File: config.mk
export PLATFORM = sky130hd
export DESIGN_NAME = data_access_unit
export DESIGN_NICKNAME = d
export VERILOG_FILES = /design/src/rtl/da_pkg.sv /design/src/rtl/da_lane_mux.sv /design/src/rtl/data_access_unit.sv
export SDC_FILE = /design/constraint.sdc
export NUM_CORES = 1
export LEC_CHECK = 0
export ABC_AREA = 1
export BUFFER_PORTS_ARGS = -buffer_cell sky130_fd_sc_hd__buf_2
export CAP_MARGIN = 10
export CELL_PAD_IN_SITES_DETAIL_PLACEMENT = 0
export CELL_PAD_IN_SITES_GLOBAL_PLACEMENT = 1
export CORE_MARGIN = 2
export CORE_UTILIZATION = 39
export CTS_CLUSTER_SIZE = 25
export DETAILED_ROUTE_END_ITERATION = 6
export PLACE_DENSITY_LB_ADDON = 0.1
export SLEW_MARGIN = 10
export SYNTH_ARGS = -nofsm -noshare
export SYNTH_HDL_FRONTEND = slang
export SYNTH_SLANG_ARGS = --single-unit
File: constraint.sdc
create_clock -name clk -period 6.9 [get_ports clk]
set_input_delay 0.69 -clock clk [delete_from_list [all_inputs] [get_ports clk]]
set_output_delay 0.69 -clock clk [all_outputs]
set_load 0.1 [all_outputs]
File: src/rtl/da_pkg.sv
// Shared constants and FSM state type for the data access unit.
package da_pkg;

  localparam int W     = 32;
  localparam int V     = 128;
  localparam int BEATS = V / W;

  typedef enum logic [1:0] {
    IDLE = 2'd0,
    XFER = 2'd1,
    DONE = 2'd2
  } da_state_t;

endpackage

File: src/rtl/da_lane_mux.sv
// Selects one W-bit word lane out of a V-bit vector, lane 0 in the low bits.
module da_lane_mux #(
  parameter int W  = 32,
  parameter int V  = 128,
  parameter int CW = 2
) (
  input  logic [V-1:0]  data_i,
  input  logic [CW-1:0] sel_i,
  output logic [W-1:0]  data_o
);

  localparam int NB = V / W;

  logic [W-1:0] lanes [NB];

  generate
    for (genvar gi = 0; gi < NB; gi++) begin : g_lane
      assign lanes[gi] = data_i[gi*W +: W];
    end
  endgenerate

  assign data_o = lanes[sel_i];

endmodule

File: src/rtl/data_access_unit.sv
// M-stage load/store engine: splits scalar or vector accesses into W-bit
// memory beats and stalls the pipeline through BusyDA until the last beat lands.
module data_access_unit #(
  parameter int W = da_pkg::W,
  parameter int V = da_pkg::V
) (
  input  logic         clk,
  input  logic         rst,
  input  logic         MemReadM,
  input  logic         MemWriteM,
  input  logic         VectorM,
  input  logic [W-1:0] ALUResultM,
  input  logic [W-1:0] WriteDataM,
  input  logic [V-1:0] WriteDataVM,
  output logic [W-1:0] ReadDataM,
  output logic [V-1:0] ReadDataVM,
  output logic         BusyDA,
  output logic         mem_req,
  output logic         mem_we,
  output logic [W-1:0] mem_addr,
  output logic [W-1:0] mem_wdata,
  input  logic [W-1:0] mem_rdata,
  input  logic         mem_ack
);

  import da_pkg::*;

  localparam int NB = V / W;
  localparam int CW = (NB > 1) ? $clog2(NB) : 1;

  da_state_t     state_q;
  logic [CW-1:0] beat_q;
  logic [W-1:0]  base_q;
  logic [W-1:0]  wdata_q;
  logic [V-1:0]  wdatav_q;
  logic [W-1:0]  rdata_q;
  logic [V-1:0]  rdatav_q;
  logic          we_q;
  logic          vec_q;

  logic          req;
  logic          last_beat;
  logic [W-1:0]  lane_data;

  assign req       = MemReadM | MemWriteM;
  assign last_beat = !vec_q || (beat_q == CW'(NB - 1));

  always_ff @(posedge clk) begin
    if (rst) begin
      state_q  <= IDLE;
      beat_q   <= '0;
      base_q   <= '0;
      wdata_q  <= '0;
      wdatav_q <= '0;
      rdata_q  <= '0;
      rdatav_q <= '0;
      we_q     <= 1'b0;
      vec_q    <= 1'b0;
    end else begin
      case (state_q)
        IDLE: begin
          if (req) begin
            // A simultaneous read+write request is treated as a store.
            base_q   <= VectorM ? (ALUResultM & ~W'(32'hF)) : (ALUResultM & ~W'(32'h3));
            we_q     <= MemWriteM;
            vec_q    <= VectorM;
            wdata_q  <= WriteDataM;
            wdatav_q <= WriteDataVM;
            beat_q   <= '0;
            state_q  <= XFER;
          end
        end
        XFER: begin
          if (mem_ack) begin
            if (!we_q) begin
              if (vec_q) rdatav_q[int'(beat_q)*W +: W] <= mem_rdata;
              else       rdata_q <= mem_rdata;
            end
            if (last_beat) state_q <= DONE;
            else           beat_q  <= beat_q + CW'(1);
          end
        end
        DONE:    state_q <= IDLE;
        default: state_q <= IDLE;
      endcase
    end
  end

  da_lane_mux #(
    .W  (W),
    .V  (V),
    .CW (CW)
  ) u_lane_mux (
    .data_i (wdatav_q),
    .sel_i  (beat_q),
    .data_o (lane_data)
  );

  // Reset gates the handshake outputs immediately so an abandoned access issues nothing.
  assign mem_req    = !rst && (state_q == XFER);
  assign BusyDA     = !rst && ((state_q == XFER) || ((state_q == IDLE) && req));
  assign mem_we     = mem_req && we_q;
  assign mem_addr   = base_q + (W'(beat_q) << 2);
  assign mem_wdata  = vec_q ? lane_data : wdata_q;
  assign ReadDataM  = rdata_q;
  assign ReadDataVM = rdatav_q;

endmodule

# Word level (Yosys, flattened, before mapping)
# Cells that the tools add are included.
[word_totals]
memories = 0
latchBits = 0
register_bits = 358
out_inout_bits = 227
word_cells = 54
input_bits = 230
ramBits = 0
romBits = 0
[classes]
magnitude_cmp = 1
bitwise = 4
add_sub_neg = 3
muxes = 14
n_div = 0
reduce_logical = 15
eq_ne = 6
mul = 0
shifts = 2
[ops]
columns = ["op", "count"]
rows = [
  ["128-bit bitwise mux", 1],
  ["32-bit by 33-bit variable shift with 128-bit output (first input constant)", 1],
  ["32-bit by 33-bit variable part select with 128-bit output", 1],
  ["32-bit two-way mux", 3],
  ["32-bit binary-select mux with 2-bit select", 1],
  ["7-bit negation with 33-bit output", 1],
  ["32-bit by 4-bit adder with 32-bit output", 1],
  ["2-bit two-way mux", 6],
  ["4-bit AND reduction", 3],
  ["2-bit != test (second input constant)", 4],
  ["2-bit case mux with 2 select lines", 2],
  ["1-bit logical AND", 4],
  ["4-bit two-way mux", 1],
  ["3-bit >= comparator (second input constant)", 1],
  ["2-bit inverter with 3-bit output", 1],
  ["3-bit AND reduction", 1],
  ["2-bit by 1-bit adder with 2-bit output (second input constant)", 1],
  ["2-bit by 1-bit == test with 1-bit output (second input constant)", 1],
  ["2-bit == test (second input constant)", 1],
  ["1-bit zero test", 2],
  ["2-bit zero test", 1],
  ["1-bit logical OR", 2],
  ["1-bit inverter", 2],
  ["2-bit AND reduction", 1],
  ["2 further kinds", 2],
]

# Longest topological paths before layout
[logic_depth]
depth_word = 5
mapped_depth = 12
mapped_depth_nobuf = 9

# By module
# From an unflattened synthesis, not the netlist that was laid out.
[hier_totals]
cells_unflattened = 2535
area_unflattened_um2 = 16595.9
[by_module_without_submodules]
columns = ["module", "n_inst", "area_each_um2", "cells_each", "seq_area_each_um2"]
rows = [
  ["data_access_unit", 1, 15033.2, 2161, 7126.8],
  ["da_lane_mux", 1, 1562.7, 374, 0.0],
]

# Worst setup path after synthesis
# Ideal clock, no wire load.
[synth_timing]
kind = "register to output"
from = "register beat_q[1]"
to = "output mem_addr[14]"
path_buffers = 1
path_stages_with_launch = 8
setup_slack_ns = 2.919
arrival_ns = 3.291
cell_sequence = "dfxtp_1 -> inv_1 -> clkbuf_1 -> fa_1 -> nor2_2 -> nand2_1 -> nor2_1 -> xor2_1"
[synth_between]
elab_chain_len = 1
[synth_rtl]
columns = ["item", "line", "source"]
rows = [
  ["start: declaration", "data_access_unit.sv:32", "logic [CW-1:0] beat_q;"],
  ["start signal: assignment", "data_access_unit.sv:80", "else beat_q <= beat_q + CW'(1);"],
  ["32-bit by 4-bit adder with 32-bit output", "data_access_unit.sv:103", "assign mem_addr = base_q + (W'(beat_q) << 2);"],
  ["end: declaration", "data_access_unit.sv:20", "output logic [W-1:0] mem_addr,"],
]
# No other way between the ends.

# Worst setup path in the final report
[layout_timing]
from = "register beat_q[1]"
to = "output mem_addr[20]"
# Same word-level chain as after synthesis.

==> impl_metrics.yaml <==
floorplan:
  row_count: 74
  die_w_um: 207
  core_area_sq_mm: 0.0407
  die-area_sq_mm: 0.0428
  initial_core_util_pct: 39.4
  fp.dieH_um: 207
  io_pins: 457
cells_and_area:
  multi_input_area_sq_mm: 0.00772
  fill_cells: 4349
  layout_commonest_cell: "nor2_1"
  layout_common_cells: "nor2_1, buf_2, nand2_1, dfxtp_1, o21ai_0"
  seq_area_sq_mm: 0.00713
  syn2layout_area_growth_pct: 23.4
  nNetsFinal: 3009
  fin_util_pct: 48.6
  final_cells: 3346
  final_layout_size_suffix_gt1_share_pct: 19.7
synthesis:
  synth-simple-area-share_pct: 34.7
  synthAdderAreaFrac_pct: 0.749
  synth_warnings: 0
  synth_compound_area_share_pct: 11.6
  syn_inst: 2434
  synth_cell_types: 32
  avgSynthCellArea_sq_um: 6.59
  synth_xor_area_share_pct: 0.819
  synth_edf_count: 0
  synth-seq-area-share_pct: 44.4
  async_reset_ff_share_pct: 0
  synth_seq_cells: 356
  synth_mux_area_share_pct: 0
  synth.cell_area_sq_mm: 0.0160
  synth_top_family_by_area: "simple AND/OR/NAND/NOR gates"
  ys.flop_type: "dfxtp_1"
global_routing:
  grt.overflow.total: 0
  grt_max_degree: 201
  track_usage_pct: 25.4
  grt_pass1_vias: 15400
  grt_pass1_wl_um: 84700
  antenna_found_initial: 23
routing:
  detail_route.vias_per_cell: 4.94
  ant_nets: 0
  wl_um: 56100
  wl_per_cell_um: 16.8
  drc: 0
  initialDrtViolationCount: 996
  num_vias: 16500
  dr.pass1.iters: 6
sta:
  fin_crit_sh_pct: 67.0
  fin_worst_skew_ps: 17.0
  final.setup.tns_ps: 0
  period_needed_ps: 4620
  final_hold_viol_count: 0
  finalSetupViolCount: 0
  slew_viol_final: 0
  slew_headroom_pct: 20.1
  max_freq_ghz: 0.216
  worst_pin_slew_ps: 1200
  rsz0062_at_grt: "false"
clock_network:
  path_clk_slew_ps: 60
  clk_latency_ps: 560
  cts_buffers: 41
  numClockSinks: 356
  cts-root-buf: "clkbuf_16"
  postCtsResizedCells: 0
  htreeDepth: 2
  post_cts.repair.setup_buffers: 0
  cts_tree: "done"
  holdBufCountCts: 0
  cts.path.max_buffers: 3
critical_path:
  crit_type: "flip-flop to output port"
  required_ps: 6210
  reg2reg_to: "ReadDataVM[85]"
  start_kind: "flip-flop"
  crit_path_end_kind: "output port"
  path_max_fanout: 38
  cp_common_cell: "nand2_1"
  cpMaxStageDelayCell: "dfxtp_2"
  r2r_start: "beat_q[1]"
  rrSetupSlack_ps: 2560
  slowest_delay_ps: 940
  arrival_ps: 3930
  path_cells: "inv_1, buf_4, fa_1, nor2_2, nand2_1, nor2_1, nand4_1, nand2_1, buf_2"
  rr_worst_depth: 8
hold_path:
  hold_path_end: "base_q[3]"
  min_path_type: "input port to flip-flop"
  hold_start: "ALUResultM[3]"
  min_path_cells: 3
placement:
  gp_congestion: 0.895
  hpwlAfterDp_um: 38300
  port_buffers: 452
  dp_cells: 3257
power_and_ir_drop:
  p_total_mw: 6.60
  ir_worst_vdd_uv: 157
  p_per_area_mw_per_mm2: 334
  total_leakage_power_nw: 9.37
status:
  outcome: "finished clean"
run:
  maxCapViolations: 0
-- metrics by stage --
step / worst slack [ps] / hold slack (ps) / instance area [sq um]
6_report: 2280 / 374 / 19800
5_1_grt: 2070 / 366 / 19800
4_1_cts: 2240 / 347 / 19700
3_5_place_dp: 2520 / 434 / 18300
3_3_place_gp: 2610 / 429 / 18300
2_1_floorplan: 2920 / 448 / 16000
-- power by group --
part | internal [mW] | switching, mW
sequential | 2.25 | 0.147
clock | 1.35 | 0.880
combinational | 0.418 | 1.56
-- how the worst max path moves through the flow --
| stage | start | endpoint | slack (ps) | depth (start not counted) |
|---|---|---|---|---|
| CTS | beat_q[1] | mem_addr[20] | 2240 | 9 |
| global placement | beat_q[1] | ReadDataVM[85] | 2610 | 8 |
| global route | beat_q[1] | mem_addr[20] | 2070 | 9 |
| detailed placement | beat_q[1] | ReadDataVM[85] | 2520 | 8 |
| finish | beat_q[1] | mem_addr[20] | 2280 | 9 |
| floorplan | beat_q[1] | mem_addr[14] | 2920 | 7 |
-- logic make-up (layout without fill, tap and decap cells) --
group,after synthesis,count (layout)
AO/OA/AOI/OAI,361,361
XOR/XNOR,15,15
adder cells (fa/ha/maj),9,9
buffers and inverters,286,651
flip-flops,356,356
other,1,16
AND/OR/NAND/NOR,1406,1406
-- cell usage after synthesis, drive strengths merged (4+ instances only) --
library cell	number	area share (%)
inv	106	2.5
nand3b	8	0.37
nand3	178	5.6
ha	8	0.62
dfxtp	356	44
o22ai	32	1.2
nor2	782	18
xnor2	6	0.33
buf	103	3.3
nand2	430	10
nand4	4	0.16
xor2	9	0.49
a21oi	42	1.3
clkbuf	74	1.8
o21ai	285	8.9
-- area by class of cell --
cell class | count | area share (%)
sequential | 356 | 36.0
timing repair buffer | 469 | 12.3
multi-input combinational | 1793 | 39.0
inverter | 109 | 2.13
clock buffer | 66 | 6.53
antenna | 14 | 0.177
clock inverter | 7 | 0.468
tap | 532 | 3.36
-- critical path, delay by kind of cell, from the launching register on --
kind	cells	cell delay (ps)
simple gates	5	980
flops	1	940
buf+inv	3	880
fa+ha+maj	1	550
-- per-layer routing --
metal / vias up / GRT usage, % / wire [um]
met4: 22 / 10.5 / 2060
li1: 8387 / - / -
met1: 7543 / 29.9 / 22800
met3: 126 / 6.61 / 3950
met5: - / 0 / 145
met2: 446 / 43.8 / 27100
-- registers in the layout, indices dropped and copies added, names as in the netlist --
signal	count
ReadDataVM	128
state_q	2
ReadDataM	32
vec_q	1
we_q	1
base_q	30
beat_q	2
wdatav_q	128
wdata_q	32
(Power assumes the default switching activity.)
